### config.mk
export PLATFORM = sky130hd
export DESIGN_NAME = cache_controller
export DESIGN_NICKNAME = d
export VERILOG_FILES = /design/src/rtl/cache_controller_pkg.sv /design/src/rtl/cache_controller_sat_counter.sv /design/src/rtl/cache_controller.sv
export SDC_FILE = /design/constraint.sdc
export NUM_CORES = 1
export LEC_CHECK = 0
export ABC_CLOCK_PERIOD_IN_PS = 2200
export BUFFER_PORTS_ARGS = -buffer_cell sky130_fd_sc_hd__buf_2
export CAP_MARGIN = 15
export CORE_AREA = 3 3 116 118
export DETAILED_ROUTE_END_ITERATION = 10
export DIE_AREA = 0 0 119 121
export RECOVER_POWER = 25
export SETUP_SLACK_MARGIN = 0.5
export SLEW_MARGIN = 20
export SYNTH_ARGS = -nofsm -noshare
export SYNTH_HDL_FRONTEND = slang
export SYNTH_SLANG_ARGS = --single-unit
export TNS_END_PERCENT = 100
### constraint.sdc
create_clock -name clk -period 2.2 [get_ports clk]
set_input_delay 0.22 -clock clk [delete_from_list [all_inputs] [get_ports clk]]
set_output_delay 0.22 -clock clk [all_outputs]
set_load 0.005 [all_outputs]
### src/rtl/cache_controller_pkg.sv
// Shared definitions for the MEM-stage cache sequencer: state encoding,
// line/word geometry and the word-select helper used on line fills.
package cache_controller_pkg;

  typedef enum logic [1:0] {
    IDLE    = 2'd0,
    RD_MISS = 2'd1,
    WR_INV  = 2'd2,
    WR_SRAM = 2'd3
  } state_e;

  localparam int LINE_W       = 64;
  localparam int WORD_W       = 32;
  localparam int WORD_SEL_BIT = 2;

  // address[2]=1 picks the low word of the line, address[2]=0 the high word
  function automatic logic [WORD_W-1:0] select_word(input logic [LINE_W-1:0] line,
                                                    input logic              sel);
    return sel ? line[WORD_W-1:0] : line[LINE_W-1:WORD_W];
  endfunction

endpackage

### src/rtl/cache_controller_sat_counter.sv
// Saturating up-counter used for the hit/miss statistics; holds at all-ones.
module sat_counter
  import cache_controller_pkg::*;
#(
  parameter int W = 16
) (
  input  logic         clk,
  input  logic         rst,
  input  logic         inc,
  output logic [W-1:0] count
);

  logic [W-1:0] count_q;
  logic [W-1:0] count_d;

  always_comb begin
    count_d = count_q;
    if (inc && (count_q != {W{1'b1}})) begin
      count_d = count_q + 1'b1;
    end
  end

  always_ff @(posedge clk) begin
    if (!rst) begin
      count_q <= '0;
    end else begin
      count_q <= count_d;
    end
  end

  assign count = count_q;

endmodule

### src/rtl/cache_controller.sv
// MEM-stage sequencer: serves read hits from the cache, fills lines on read
// misses, and runs write-through (invalidate then SRAM write) for stores.
module cache_controller
  import cache_controller_pkg::*;
#(
  parameter int CNT_W = 16
) (
  input  logic                clk,
  input  logic                rst,
  input  logic                mem_r_en,
  input  logic                mem_w_en,
  input  logic [31:0]         address,
  input  logic [WORD_W-1:0]   write_data,
  input  logic                hit,
  input  logic [WORD_W-1:0]   cache_data,
  input  logic [LINE_W-1:0]   sram_read_data,
  input  logic                sram_ready,
  output logic                sram_r_en,
  output logic                sram_w_en,
  output logic [31:0]         sram_address,
  output logic [WORD_W-1:0]   sram_write_data,
  output logic                cache_u_en,
  output logic                cash_invalid,
  output logic [WORD_W-1:0]   read_data,
  output logic                ready,
  output logic [CNT_W-1:0]    hit_count,
  output logic [CNT_W-1:0]    miss_count
);

  state_e state_q;
  state_e state_d;
  logic   is_write;
  logic   is_read;
  logic   hit_inc;
  logic   miss_inc;

  // Stores win over loads when both enables are raised together
  assign is_write = mem_w_en;
  assign is_read  = mem_r_en & ~mem_w_en;

  assign sram_address    = address;
  assign sram_write_data = write_data;

  always_comb begin
    state_d      = state_q;
    sram_r_en    = 1'b0;
    sram_w_en    = 1'b0;
    cache_u_en   = 1'b0;
    cash_invalid = 1'b0;
    ready        = 1'b0;
    read_data    = cache_data;
    case (state_q)
      IDLE: begin
        if (is_write) begin
          state_d = WR_INV;
        end else if (is_read) begin
          if (hit) begin
            ready = 1'b1;
          end else begin
            state_d = RD_MISS;
          end
        end else begin
          ready = 1'b1;
        end
      end
      RD_MISS: begin
        sram_r_en = 1'b1;
        read_data = select_word(sram_read_data, address[WORD_SEL_BIT]);
        if (sram_ready) begin
          cache_u_en = 1'b1;
          ready      = 1'b1;
          state_d    = IDLE;
        end
      end
      WR_INV: begin
        cash_invalid = 1'b1;
        state_d      = WR_SRAM;
      end
      WR_SRAM: begin
        sram_w_en = 1'b1;
        if (sram_ready) begin
          ready   = 1'b1;
          state_d = IDLE;
        end
      end
    endcase
    // Reset overrides everything so the pipeline and SRAM see a quiet bus
    if (!rst) begin
      sram_r_en    = 1'b0;
      sram_w_en    = 1'b0;
      cache_u_en   = 1'b0;
      cash_invalid = 1'b0;
      ready        = 1'b0;
    end
  end

  always_ff @(posedge clk) begin
    if (!rst) begin
      state_q <= IDLE;
    end else begin
      state_q <= state_d;
    end
  end

  // Each miss is counted once, on the IDLE edge that launches the fill
  assign hit_inc  = (state_q == IDLE) & is_read & hit;
  assign miss_inc = (state_q == IDLE) & is_read & ~hit;

  sat_counter #(.W(CNT_W)) u_hit_counter (
    .clk   (clk),
    .rst   (rst),
    .inc   (hit_inc),
    .count (hit_count)
  );

  sat_counter #(.W(CNT_W)) u_miss_counter (
    .clk   (clk),
    .rst   (rst),
    .inc   (miss_inc),
    .count (miss_count)
  );

endmodule

# After elaboration in Yosys (flattened, before gate mapping)

Index checks and enable logic that the tools add are counted.

Word-level logic and storage cells: 45
Bits in registers: 34
Output and inout bits: 133
Input bits: 166

Reduce and logical (&&, ||, !) cells: 5
Bitwise logic cells: 6
$add $sub $neg: 2
Equality and inequality tests: 8
Mux-type cells: 21

Operators with widths:

| kind                  | number |
|---|---|
| $mux 32               | 2 |
| $add 16x1->16 const B | 2 |
| $ne 16x16->1 const B  | 2 |
| $mux 1                | 13 |
| $mux 2                | 4 |
| $ne 3x3->1 const B    | 2 |
| $pmux 2 s3            | 1 |
| $and 1x1->1           | 4 |
| $eq 2x2->1 const B    | 2 |
| $reduce_and 3->1      | 1 |
| $eq 2x1->1 const B    | 1 |
| $logic_and 1x1->1     | 2 |
| $logic_not 2->1       | 1 |
| $ne 2x1->1 const B    | 1 |
| $not 1->1             | 2 |
| $pmux 1 s2            | 1 |
| $reduce_or 2->1       | 1 |

# Logic depth before layout (Yosys ltp)

Gate-level depths: netlist of run 1.

Depth after elaboration: 6
Gate-level depth with buffers: 6
Depth with buffers taken out: 5

# Modules after synthesis

A second synthesis of run 1 with hierarchy kept.

Cell total of the unflattened synthesis: 386
Area total of the unflattened synthesis: 3,088.0 um^2

By module, submodules not included:

| module           | sequential area each (um^2) | instances | area an instance (um^2) | cells each |
|---|---|---|---|---|
| sat_counter      | 320.3                       | 2         | 837.1                   | 97 |
| cache_controller | 40.0                        | 1         | 1,413.9                 | 192 |

# Worst setup path after synthesis of run 1

OpenSTA, ideal clock, no wires.

Path type: register to register
Start point: reg state_q[1]
End point: reg u_hit_counter.count_q[10] (netlist: u_hit_counter.count[10])
Stages on the path, launching flop included: 6
Arrival: 1.989 ns
Required time: 2.130 ns
Setup time: 0.070 ns
Path buffers: 1
Clock period less this slack: 2.059 ns
Path slack: 0.141 ns
Path through: dfxtp_1 > or3_4 > or4_1 > buf_2 > or4_1 > a21oi_1

Cells in the longest elaborated chain, start to end: 4

RTL lines:

| what                     | line                               | source |
|---|---|---|
| from (decl)              | cache_controller.sv:30             | `state_e state_q;` |
| from (signal assigned)   | cache_controller.sv:101            | `state_q <= state_d;` |
| $logic_not 2->1          | cache_controller.sv:106            | `assign hit_inc = (state_q == IDLE) & is_read & hit;` |
| $and 1x1->1 (2 in a row) | cache_controller.sv:106            |  |
| $logic_and 1x1->1        | cache_controller_sat_counter.sv:18 | `if (inc && (count_q != {W{1'b1}})) begin` |
| to (signal assigned)     | cache_controller_sat_counter.sv:27 | `count_q <= count_d;` |
| to (decl)                | cache_controller_sat_counter.sv:13 | `logic [W-1:0] count_q;` |

Every way passes these cells.
A chain may end at the register's enable or synchronous reset.

# Final worst setup path of run 1

Start point: reg state_q[0]
End point: reg u_hit_counter.count_q[10] (netlist: u_hit_counter.count[10])

Same word-level chain as after synthesis.

==> reports/results.txt, run 1 <==
most common cell after layout, fill and taps aside - buf_2
Worst Hold Launch - mem_w_en
power consumption - 1.90 mW
Leak - 1.95 nW
Net Sw Frac - 28.5%
Distinct cells, synth - 42
Cells after DPL - 668
CTS Buf Count - 5
Die Ht - 121 um
number of global-route vias before repair - 3100
I/O Buffers - 172
setup violators final - 0
number of synthesized flops with an enable pin - 0
RSZ-0062 raised after global routing - yes
core box area - 12600 um^2
WP data arrival - 2180 ps
final estimated routing congestion in global placement - 0.854
grt ovf - 0
Clock Tree Buf Depth - 2
Synth async-reset ratio - 0%
critical path's slowest cell - or4_4
Mapped Cells - 398
DP Wirelength - 8320 um
final wirelength - 11500 um
top cell family by delay on the critical path - simple AND/OR/NAND/NOR gates
Critical Path RT - 2410 ps
area post-placement - 3590 um^2
GRT Total Usage - 14.7%
Mean Syn Cell Area - 7.42 um^2
Synth Warn # - 0
largest net degree at the start of global routing - 34
post-synth top area cell - dfxtp_1
layout cell share with drive strength beyond 1 - 51.5%
Max Clk Rate - 508 MHz
Buffers & Inverters on Critical Path - 0
# DRC - 0
Seq cells post-synth - 34
crit share post-route - 89.5%
Layout fillers - 1316
dpl ws - 106 ps
crit-path cells - or3_4 -> or4_4 -> or4_4 -> a21oi_2
count of clock tree sinks - 34
Syn Nets - 566
clock period minus worst slack - 1970 ps
Rows - 41
area of the mapped netlist - 2950 um^2
R2R Path Start - state_q[0]
nets@finish - 693
number of diodes - 0
die area - 14400 um^2
hold_ws - 349 ps
drt initial violations - 127
post-synthesis sequential area ratio - 23.0%
Worst-Skew Late Latency - 270 ps
outcome - finished, final reports clean
final max-slew violation count - 0
CP max stage delay - 590 ps
CP Max Fanout - 6
largest cells by area after synthesis - dfxtp_1 (23%), buf_4 (16%), mux2i_1 (14%)
worst-margin pin slew - 400 ps
Initial DRT Pass Iterations - 4
cell area after layout - 4300 um^2
sequential power share - 32.9%
Clock H-tree levels - 2
Slew Limit Headroom - 73.2%
internal power - 1.35 mW
most frequent cells in the layout - buf_2 (172), nand2_1 (51), mux2i_1 (40)
clock transition at the registers of the reported paths - 50 ps
maximum capacitance violations - 0
Worst setup EP type - register
Starting Density - 23.5%
initial antenna violation count - 1
Final Skew - 4.36 ps
vias per std cell - 4.82
Top cell by count, worst path - or4_4
Hold Fails Final Rpt - 0
class of the worst hold path - primary input to register
clock share of power - 35.1%
Reg area - 709 um^2
pwr/cell area - 441 nW/um^2
Final ANT Viol Nets - 0
vias post-DR - 3363
Post-Layout Cell Count - 698
final core occ - 34.2%
Multi-input gate area - 1880 um^2
final worst slack - 231 ps
Root Buffer - clkbuf_16
net switching power - 0.541 mW
ys flop type - dfxtp_1
Startpoint Class - register
worst setup path startpoint - state_q[0]
Post-Route Setup TNS - 0 ps
chip width - 119 um
first-pass GRT wire length - 17000 um
VDD IR max - 0.519 mV
Gate power share - 32.0%
Synth top area share - 23.0%
Routed WL per cell - 16.4 um
top-level port count - 299
Area Overhead vs Synth - 45.4%
CP Class - register to register
CTS tree - yes
timing repair:
action | CTS | global route
resized for setup | 42 | 47
setup endpoints to repair | 61 | 66
cloned | 6 | 2
pin swaps | 5 | 9
buffers inserted | 8 | 6
hold buffers | 0 | 0
Yosys cell counts, types with 2 or more instances:
| library cell | instances |
|---|---|
| nor3_1 | 7 |
| nor4_1 | 5 |
| nand2b_1 | 9 |
| and4_1 | 2 |
| nand2_1 | 60 |
| ha_1 | 2 |
| o31ai_1 | 11 |
| nand4_1 | 11 |
| dfxtp_1 | 34 |
| o21ai_0 | 43 |
| clkbuf_1 | 17 |
| and2_1 | 2 |
| nor2b_1 | 2 |
| inv_1 | 6 |
| o311a_1 | 2 |
| mux2i_1 | 40 |
| buf_4 | 64 |
| or4_1 | 14 |
| a211oi_1 | 2 |
| or3_1 | 5 |
| nor2_1 | 5 |
| a21oi_1 | 23 |
| nand3_1 | 13 |
registers in the layout (all words and copies together), names as in the netlist:
register	count
u_miss_counter.count	16
state_q	2
u_hit_counter.count	16
area by class of cell:
type,instances,area share [%]
multi-input combinational,273,43.8
clock inverter,2,0.233
inverter,6,0.524
sequential,34,16.5
clock buffer,6,3.00
tap,172,5.01
timing repair buffer,205,30.9
power groups by stage:
stage	Combinational, mW	Clock [mW]	Sequential [mW]
6_report	0.607	0.666	0.624
5_1_grt	0.654	0.719	0.624
4_1_cts	0.572	0.681	0.626
3_5_place_dp	0.407	0	0.642
3_3_place_gp	0.398	0	0.641
2_1_floorplan	0.274	0	0.642
final timing paths:
kind,to,slack (ps),depth (start not counted)
worst max-delay path,u_hit_counter.count[10],230,4
worst min-delay path,state_q[1],350,4
worst max register to register,u_hit_counter.count[10],230,4
worst min register to register,u_hit_counter.count[5],490,2
tightest hold or removal path, cell delays in order:
cell and delay [ps]:
buf_2 110, nor2b_1 130, a21oi_1 50, nor2_1 70
cells by family (layout without fill, tap and decap cells):
| family | count (synthesis) | in the layout | synth area share, % |
|---|---|---|---|
| adder cells (fa/ha/maj) | 2 | 2 | 0.847 |
| flip-flops | 34 | 34 | 23.0 |
| AND/OR/NAND/NOR | 145 | 145 | 25.8 |
| buffers and inverters | 91 | 219 | 20.1 |
| multiplexers | 40 | 40 | 13.6 |
| AO/OA/AOI/OAI | 86 | 86 | 16.6 |
routing by layer:
layer	track usage [%]	routed length, um
met1	18.4	4770
met2	25.6	5770
met3	3.45	696
met4	3.55	209
met5	0	20
Power figures use the tool's default switching activity.
==> inputs of run 2 (changes only) <==
Settings changed: CTS_BUF_LIST set to sky130_fd_sc_hd__clkbuf_4 sky130_fd_sc_hd__clkbuf_8 sky130_fd_sc_hd__clkbuf_16.
==> reports/results.txt, run 2 (synthesized netlist as in run 1, its figures left out) <==
outcome - finished, final reports clean
Final Skew - 5.51 ps
R2R Path Start - state_q[0]
cts hold-fix bufs - 0
hold depth - 4
number of global-route vias before repair - 3099
final estimated routing congestion in global placement - 0.854
clock period minus worst slack - 1970 ps
initial antenna violation count - 1
layout cell share with drive strength beyond 1 - 52.6%
Starting Density - 23.5%
Final ANT Viol Nets - 0
Worst Hold Launch - sram_ready
Post-Route Setup TNS - 0 ps
CTS Buf Count - 5
Leak - 2.00 nW
drt initial violations - 137
Root Buffer - clkbuf_16
Die Ht - 121 um
setup violators final - 0
nets@finish - 699
Slew Limit Headroom - 73.6%
die area - 14400 um^2
final max-slew violation count - 0
Startpoint Class - register
crit share post-route - 89.6%
# DRC - 0
Clock Tree Buf Depth - 2
number of diodes - 0
CP Class - register to register
maximum capacitance violations - 0
Worst-Skew Late Latency - 280 ps
Area Overhead vs Synth - 47.8%
worst-margin pin slew - 395 ps
clock transition at the registers of the reported paths - 60 ps
largest net degree at the start of global routing - 34
count of clock tree sinks - 34
DP Wirelength - 8320 um
pwr/cell area - 439 nW/um^2
reg2reg path depth - 4
Layout fillers - 1311
WP data arrival - 2180 ps
Routed WL per cell - 16.6 um
Cells after DPL - 668
Initial DRT Pass Iterations - 4
most frequent cells in the layout - buf_2 (172), nand2_1 (50), mux2i_1 (40)
most common cell after layout, fill and taps aside - buf_2
Worst setup EP type - register
class of the worst hold path - primary input to register
chip width - 119 um
RSZ-0062 raised after global routing - yes
Critical Path RT - 2410 ps
Clock H-tree levels - 2
CTS tree - yes
VDD IR max - 0.522 mV
grt ovf - 0
first-pass GRT wire length - 17100 um
core box area - 12600 um^2
Post-Layout Cell Count - 704
vias per std cell - 4.79
vias post-DR - 3372
CP Max Fanout - 6
R2R Path End - u_hit_counter.count[10]
GRT Total Usage - 14.7%
Rows - 41
I/O Buffers - 172
Max Clk Rate - 508 MHz
final wirelength - 11700 um
R2R setup slack - 230 ps
Hold Path End - state_q[1]
top-level port count - 299
Hold Fails Final Rpt - 0
## run 2: cell types whose count changed in the layout (fill, tap and decap cells not counted), sizes merged
cell,before,now
buf,204,209
clkdlybuf4s15,0,1
## run 2: final cells by class
cell class	instances	area [um^2]	share of cell area, %
timing repair buffer	211	1380	31.5
sequential	34	709	16.2
clock buffer	6	133	3.04
multi-input combinational	273	1900	43.5
tap	172	215	4.93
inverter	6	22.5	0.516
clock inverter	2	10.0	0.229
## run 2: worst max-delay path by stage
stage,cells after the start,end,start,slack [ps]
2_1_floorplan,5,u_hit_counter.count[10],state_q[0],200
3_3_place_gp,6,u_miss_counter.count[5],mem_w_en,120
3_5_place_dp,6,u_miss_counter.count[5],mem_w_en,110
4_1_cts,4,u_hit_counter.count[10],state_q[1],240
5_1_grt,4,u_hit_counter.count[10],state_q[1],180
6_report,4,u_hit_counter.count[10],state_q[0],230
## run 2: timing repair
| item | in CTS | in global routing |
|---|---|---|
| pin swaps | 4 | 13 |
| cloned | 6 | 3 |
| setup buffers | 8 | 11 |
| gates resized for setup | 42 | 50 |
| endpoints found under the setup margin | 61 | 66 |
## run 2: per-stage QoR
stage	total power [mW]	hold slack, ps	setup WS (ps)	cell area (um^2)	utilization [%]
after floorplan	0.916	375	196	3000	-
after global placement	1.04	440	115	3590	28.6
after detailed placement	1.05	440	106	3590	28.6
after CTS	1.89	336	239	4080	32.4
after global routing	2.01	383	182	4370	34.7
final	1.92	363	230	4370	34.7
## run 2: per-layer routing
| metal | vias up | routed length, um | track usage (%) |
|---|---|---|---|
| li1 | 1644 | - | - |
| met1 | 1575 | 4880 | 18.4 |
| met2 | 118 | 5910 | 25.6 |
| met3 | 33 | 663 | 3.45 |
| met4 | 2 | 209 | 3.55 |
| met5 | - | 20 | 0 |
## run 2: worst max-delay path: stages, from the launching register on
cell and delay (ps):
dfxtp_4 340, or3_4 360, or4_4 590, or4_4 500
a21oi_2 110
## run 2: power by group
part,leakage [nW],internal (mW),switching [mW]
logic,1.65,0.324,0.286
registers,0.282,0.617,0.00600
clock network,0.0740,0.428,0.254
